`src/rtl/virtual_input_encoder_pkg.sv`:
```
// Shared definitions for the virtual-input link encoder: vector geometry,
// reset mirror, resync code and FSM state encoding.
package virtual_input_encoder_pkg;

  localparam int NUM_BUTTONS  = 4;
  localparam int NUM_SWITCHES = 18;
  localparam int NUM_INPUTS   = NUM_BUTTONS + NUM_SWITCHES;

  localparam logic [NUM_INPUTS-1:0] RESET_MIRROR = 22'h3C0000;
  localparam logic [4:0]            RESYNC_CODE  = 5'b11111;

  typedef enum logic [1:0] {
    ST_IDLE,
    ST_SETUP,
    ST_HIGH,
    ST_GAP
  } vi_state_e;

  // Index i addresses vector bit 21-i; out-of-range codes address nothing.
  function automatic logic [NUM_INPUTS-1:0] toggle_mask(input logic [4:0] code);
    toggle_mask = '0;
    if (code < 5'(NUM_INPUTS))
      toggle_mask = NUM_INPUTS'(1) << (5'(NUM_INPUTS - 1) - code);
  endfunction

endpackage

```
`src/rtl/virtual_input_encoder_if.sv`:
```
// Host-side bundle of the virtual-input encoder: target vector and resync
// request in, link code / strobe and status out.
interface virtual_input_encoder_if;
  import virtual_input_encoder_pkg::*;

  logic [NUM_BUTTONS-1:0]  target_buttons;
  logic [NUM_SWITCHES-1:0] target_switches;
  logic                    sync_req;
  logic [4:0]              number;
  logic                    control;
  logic                    busy;
  logic                    in_sync;

  modport master (
    output target_buttons, target_switches, sync_req,
    input  number, control, busy, in_sync
  );

  modport slave (
    input  target_buttons, target_switches, sync_req,
    output number, control, busy, in_sync
  );

endinterface

```
`src/rtl/virtual_input_encoder_priority_index.sv`:
```
// Picks the highest set bit of the mismatch vector and returns it as a link
// index (lowest code first), plus a valid flag.
module vi_priority_index
  import virtual_input_encoder_pkg::*;
(
  input  logic [NUM_INPUTS-1:0] mismatch_i,
  output logic [4:0]            index_o,
  output logic                  valid_o
);

  // Ascending scan: the last hit is the highest bit, i.e. the lowest index.
  always_comb begin
    index_o = '0;
    valid_o = 1'b0;
    for (int i = 0; i < NUM_INPUTS; i++) begin
      if (mismatch_i[i]) begin
        index_o = 5'(NUM_INPUTS - 1 - i);
        valid_o = 1'b1;
      end
    end
  end

endmodule

```
`src/rtl/virtual_input_encoder.sv`:
```
// Virtual-input link encoder: mirrors the remote buttons/switches and sends one
// toggle (or resync) transaction at a time until the mirror matches the target.
//
//  state    | meaning
//  ---------+-----------------------------------------------------------
//  ST_IDLE  | compare target with mirror; start resync or toggle
//  ST_SETUP | number stable, control low, SETUP_CYCLES cycles
//  ST_HIGH  | control high HIGH_CYCLES cycles; mirror updated on entry
//  ST_GAP   | control low GAP_CYCLES cycles, number still held
module virtual_input_encoder
  import virtual_input_encoder_pkg::*;
#(
  parameter int SETUP_CYCLES = 2,
  parameter int HIGH_CYCLES  = 4,
  parameter int GAP_CYCLES   = 4
) (
  input  logic                   clk,
  input  logic                   reset,
  virtual_input_encoder_if.slave vi
);

  localparam int CNT_W = 8;

  vi_state_e             state_q, state_d;
  logic [CNT_W-1:0]      cnt_q, cnt_d;
  logic [4:0]            number_q, number_d;
  logic [NUM_INPUTS-1:0] mirror_q, mirror_d;
  logic                  pend_sync_q, pend_sync_d;
  logic                  resync_q, resync_d;
  logic                  control_q, control_d;
  logic                  in_sync_q, in_sync_d;

  logic [NUM_INPUTS-1:0] want;
  logic [4:0]            mis_index;
  logic                  mis_valid;

  assign want = {vi.target_buttons, vi.target_switches};

  vi_priority_index u_prio (
    .mismatch_i (want ^ mirror_q),
    .index_o    (mis_index),
    .valid_o    (mis_valid)
  );

  always_comb begin
    state_d     = state_q;
    cnt_d       = cnt_q;
    number_d    = number_q;
    mirror_d    = mirror_q;
    pend_sync_d = pend_sync_q | vi.sync_req;
    resync_d    = resync_q;
    case (state_q)
      ST_IDLE: begin
        if (pend_sync_q || vi.sync_req) begin
          number_d = RESYNC_CODE;
          resync_d = 1'b1;
          state_d  = ST_SETUP;
          cnt_d    = CNT_W'(SETUP_CYCLES - 1);
        end else if (mis_valid) begin
          number_d = mis_index;
          resync_d = 1'b0;
          state_d  = ST_SETUP;
          cnt_d    = CNT_W'(SETUP_CYCLES - 1);
        end
      end
      ST_SETUP: begin
        if (cnt_q == '0) begin
          state_d = ST_HIGH;
          cnt_d   = CNT_W'(HIGH_CYCLES - 1);
          // The remote acts on this rising edge, so the mirror follows now.
          if (resync_q) begin
            mirror_d    = RESET_MIRROR;
            pend_sync_d = vi.sync_req;
          end else begin
            mirror_d = mirror_q ^ toggle_mask(number_q);
          end
        end else begin
          cnt_d = cnt_q - 1'b1;
        end
      end
      ST_HIGH: begin
        if (cnt_q == '0) begin
          state_d = ST_GAP;
          cnt_d   = CNT_W'(GAP_CYCLES - 1);
        end else begin
          cnt_d = cnt_q - 1'b1;
        end
      end
      ST_GAP: begin
        if (cnt_q == '0) state_d = ST_IDLE;
        else             cnt_d   = cnt_q - 1'b1;
      end
      default: state_d = ST_IDLE;
    endcase
    control_d = (state_d == ST_HIGH);
    in_sync_d = (state_d == ST_IDLE) && (mirror_d == want) && !pend_sync_d;
  end

  always_ff @(posedge clk) begin
    if (reset) begin
      state_q     <= ST_IDLE;
      cnt_q       <= '0;
      number_q    <= '0;
      mirror_q    <= RESET_MIRROR;
      pend_sync_q <= 1'b1;
      resync_q    <= 1'b0;
      control_q   <= 1'b0;
      in_sync_q   <= 1'b0;
    end else begin
      state_q     <= state_d;
      cnt_q       <= cnt_d;
      number_q    <= number_d;
      mirror_q    <= mirror_d;
      pend_sync_q <= pend_sync_d;
      resync_q    <= resync_d;
      control_q   <= control_d;
      in_sync_q   <= in_sync_d;
    end
  end

  assign vi.number  = number_q;
  assign vi.control = control_q;
  assign vi.busy    = (state_q != ST_IDLE);
  assign vi.in_sync = in_sync_q;

endmodule
```
`src/flat_wrapper.sv`:
```
// flat-port wrapper written by rule: the top's interface ports become plain ports
module virtual_input_encoder_flat import virtual_input_encoder_pkg::*;
#(
  parameter int SETUP_CYCLES = 2,
  parameter int HIGH_CYCLES  = 4,
  parameter int GAP_CYCLES   = 4
)
  (clk, reset, vi_target_buttons, vi_target_switches, vi_sync_req, vi_number, vi_control, vi_busy, vi_in_sync);
  virtual_input_encoder_if vi_i ();
  input  logic clk;
  input  logic reset;
  input wire logic [$bits(vi_i.target_buttons)-1:0] vi_target_buttons;
  input wire logic [$bits(vi_i.target_switches)-1:0] vi_target_switches;
  input wire logic [$bits(vi_i.sync_req)-1:0] vi_sync_req;
  output wire logic [$bits(vi_i.number)-1:0] vi_number;
  output wire logic [$bits(vi_i.control)-1:0] vi_control;
  output wire logic [$bits(vi_i.busy)-1:0] vi_busy;
  output wire logic [$bits(vi_i.in_sync)-1:0] vi_in_sync;
  assign vi_i.target_buttons = vi_target_buttons;
  assign vi_i.target_switches = vi_target_switches;
  assign vi_i.sync_req = vi_sync_req;
  assign vi_number = vi_i.number;
  assign vi_control = vi_i.control;
  assign vi_busy = vi_i.busy;
  assign vi_in_sync = vi_i.in_sync;
  virtual_input_encoder #(.SETUP_CYCLES(SETUP_CYCLES), .HIGH_CYCLES(HIGH_CYCLES), .GAP_CYCLES(GAP_CYCLES)) u_core (.clk(clk), .reset(reset), .vi(vi_i));
endmodule
```
`config.mk`:
```
export PLATFORM = sky130hd
export DESIGN_NAME = virtual_input_encoder_flat
export DESIGN_NICKNAME = d
export VERILOG_FILES = /design/src/rtl/virtual_input_encoder_pkg.sv /design/src/rtl/virtual_input_encoder_if.sv /design/src/rtl/virtual_input_encoder_priority_index.sv /design/src/rtl/virtual_input_encoder.sv /design/src/flat_wrapper.sv
export SDC_FILE = /design/constraint.sdc
export NUM_CORES = 1
export LEC_CHECK = 0
export CORE_MARGIN = 4
export CORE_UTILIZATION = 55
export DETAILED_ROUTE_END_ITERATION = 12
export GPL_TIMING_DRIVEN = 0
export PLACE_DENSITY = 0.73
export SYNTH_ARGS = -nofsm -noshare
export SYNTH_HDL_FRONTEND = slang
export SYNTH_SLANG_ARGS = --single-unit
```
`constraint.sdc`:
```
create_clock -name clk -period 3.4 [get_ports clk]
set_clock_uncertainty 0.1 [all_clocks]
set_input_delay 0.68 -clock clk [delete_from_list [all_inputs] [get_ports clk]]
set_output_delay 0.68 -clock clk [all_outputs]
set_load 0.02 [all_outputs]
```
==> results by group <==
Global route
  – Tot GR Track Use: 28.0%
  – Initial antenna violation count: 0
  – Grt ovf: 0
  – Largest net degree at the start of global routing: 14
  – First-pass GRT wire length: 16.6 mm
  – Vias in the first global route: about 3,200

Clocking
  – Post_cts resized: 1
  – Num CTS Buffers: 5
  – Setup Fix Bufs, Post-CTS: 0
  – Clk_lat worst skew: 0.31 ns
  – Reg clk slew, reported paths: ~0.090 ns
  – Htree depth: 2
  – CTS tree: done
  – CTS root buf: clkbuf_8
  – Clk buf depth: 2
  – Clock Sinks: 41
  – Post-cts hold buffer count: 0

Layout
  – Post-layout util: 66.4%
  – Fillers: 556
  – Final net count: 522
  – N_diodes: 0
  – Layout area overhead: 14.6%
  – Share of post-route cells with drive strength above 1: 11.4%

Floorplanning
  – Die Wd: 87.9 um
  – Core area: 6060 sq um
  – Die H: 87.9 um
  – Die area: 7730 sq um
  – Row cnt: 28
  – Initial Util: approximately 58%
  – IO Pins: 33

Worst setup path
  – Slowest-stage cell, CP: clkdlybuf4s50_1
  – CP top delay family: simple AND/OR/NAND/NOR gates
  – Critical path endpoint category: flop
  – CP Launch Type: input port
  – Max stage delay on crit path: between 0.6 and 0.7 ns
  – Critical Path Fanout Max: 6
  – CP Class: in -> reg
  – Critical path arrival: 3.34 ns
  – CP required: 3.51 ns
  – CP bufs+invs: 1
  – Crit path cell chain: clkdlybuf4s50_1, xor2_1, nor4_1, nand3_1, nor2_2, a21oi_1, o21ai_1, o2111ai_1, nor4_2
  – Setup slack, reg-to-reg: 0.19 ns

STA
  – Setup ws final: 0.176 ns
  – RSZ-0062 raised after global routing: no
  – Crit path time final: approximately 3.2 ns
  – Final hold violations: 0
  – Hold slack: about 0.43 ns
  – Worst-Margin Slew: roughly 0.7 ns
  – Tcrit/Tclk final: 94.8%
  – Peak Freq: 310 MHz
  – Fin Setup TNS: 0 ns
  – Slew Limit Fails: 0
  – Max-Slew Margin vs Limit: 52.9%
  – Final setup viols: 0

Route
  – Routed len/inst: approximately 19 um
  – Starting DRT DRC Count: slightly below 400
  – DRC violations left: 0
  – Drt via density: 6.37
  – Post-Route WL: 10.6 mm
  – Antenna Nets Post-Route: 0
  – DRT Pass-1 Iters: 7
  – Vias: 3,610

Pwr
  – Worst vdd ir: 0.000445 V
  – Leak pwr: 1.46 nW
  – PwrDens: about 570 nW/um^2

Placed design
  – IO Port Bufs: 30
  – RePlAce Congestion: 0.942
  – Pre-CTS setup slack: -0.346 ns
  – HPWL after DPL: 8.15 mm

Synthesis
  – Post-Syn Area: 3510 sq um
  – Post-synth EDFFs: 0
  – Mean Syn Cell Area: between 7 and 8 sq um
  – Seq/Total Area, Yosys: 23.4%
  – Top_reg_cell synth: dfxtp_1
  – YS warnings: 0
  – Synth Register Bits: 41
  – Yosys cell types: 76
  – Mapped Cells: approximately 450
  – FFs w/ async S/R, synth: 0%
  – Syn Nets: between 400 and 500

Hold path
  – Worst hold-check path type: reg -> reg

Outcome
  – Status: completed

Run
  – MaxCap Viol Count: 0
[worst paths after layout]
path,to,startpoint,depth (start not counted)
min reg2reg,u_core.cnt_q[5],u_core.cnt_q[5],2
max,u_core.vi.in_sync,vi_target_switches[4],9
min,u_core.cnt_q[5],u_core.cnt_q[5],2
max reg2reg,u_core.vi.in_sync,u_core.vi.number[2],9
[cell families (layout without fill, tap and decap cells)]
| group | Yosys count | count (layout) | synth area share [%] |
|---|---|---|---|
| buffers and inverters | 42 | 80 | 6.38 |
| XOR/XNOR | 55 | 55 | 13.7 |
| multiplexers | 5 | 5 | 1.46 |
| AND/OR/NAND/NOR | 201 | 201 | 31.3 |
| AO/OA/AOI/OAI | 104 | 104 | 21.7 |
| adder cells (fa/ha/maj) | 6 | 6 | 2.14 |
| flip-flops | 41 | 41 | 23.4 |
[cell usage after synthesis, types with 9 or more instances]
library cell	number	area (sq um)
nor2_1	65	244
dfxtp_1	41	821
xor2_1	28	245
xnor2_1	27	236
a21oi_1	24	120
nand2_1	24	90.1
nor3_1	23	115
inv_1	18	67.6
o21ai_0	15	75.1
nand3_1	13	65.1
clkbuf_1	12	45.0
or3_1	9	56.3
[metal layers]
layer	vias up	share of wire (%)	track usage (%)
met5	-	0	0
met4	0	1.6	7.81
met3	16	8.5	3.86
met2	185	46	44.6
met1	1683	44	39.5
li1	1726	-	-
[placed cells by master, fill, tap and decap left out, types with 8 or more instances in the layout]
| cell type | instances |
|---|---|
| nor2_1 | 64 |
| dfxtp_1 | 41 |
| clkdlybuf4s50_1 | 30 |
| xor2_1 | 28 |
| xnor2_1 | 26 |
| nand2_1 | 24 |
| a21oi_1 | 23 |
| nor3_1 | 23 |
| inv_1 | 18 |
| o21ai_0 | 14 |
| nand3_1 | 13 |
| clkbuf_1 | 11 |
| clkbuf_8 | 9 |
| or3_1 | 9 |
| nand3b_1 | 8 |
| nor2b_1 | 8 |
[power by group]
part           internal (mW)  switching [mW]  total (mW)
clock                  0.165           0.187       0.352
sequential             0.539          0.0646       0.604
combinational          0.502           0.840        1.34
total                   1.21            1.09        2.30
[sequential cells by signal, summed over array words and instances (netlist names)]
register,cells
u_core.mirror_q,22
u_core.cnt_q,8
u_core.vi.number,5
u_core.state_q,2
u_core.pend_sync_q,1
u_core.resync_q,1
u_core.vi.control,1
u_core.vi.in_sync,1
[cell type report]
class	instances	area [sq um]	share of cell area [%]
Multi-Input combinational cell	371	2490	61.8
Sequential cell	41	821	20.4
Timing Repair Buffer	30	300	7.46
Buffer	24	158	3.92
Tap cell	75	93.8	2.33
Clock buffer	6	82.6	2.05
Inverter	18	67.6	1.68
Clock inverter	2	13.8	0.342
[tightest hold or removal path: stages, from the launching register on]
cell and delay (ns):
dfxtp_1 0.36, o31ai_1 0.08, a21oi_1 0.06
[stage by stage]
stage,cells,power [mW],cell area (sq um)
after floorplan,454,1.52,3510
after global placement,559,1.89,3910
after detailed placement,559,1.91,3910
after CTS,567,2.27,4010
after global routing,567,2.44,4030
final,567,2.30,4030
Note: power is estimated with default switching activity, not from simulation.
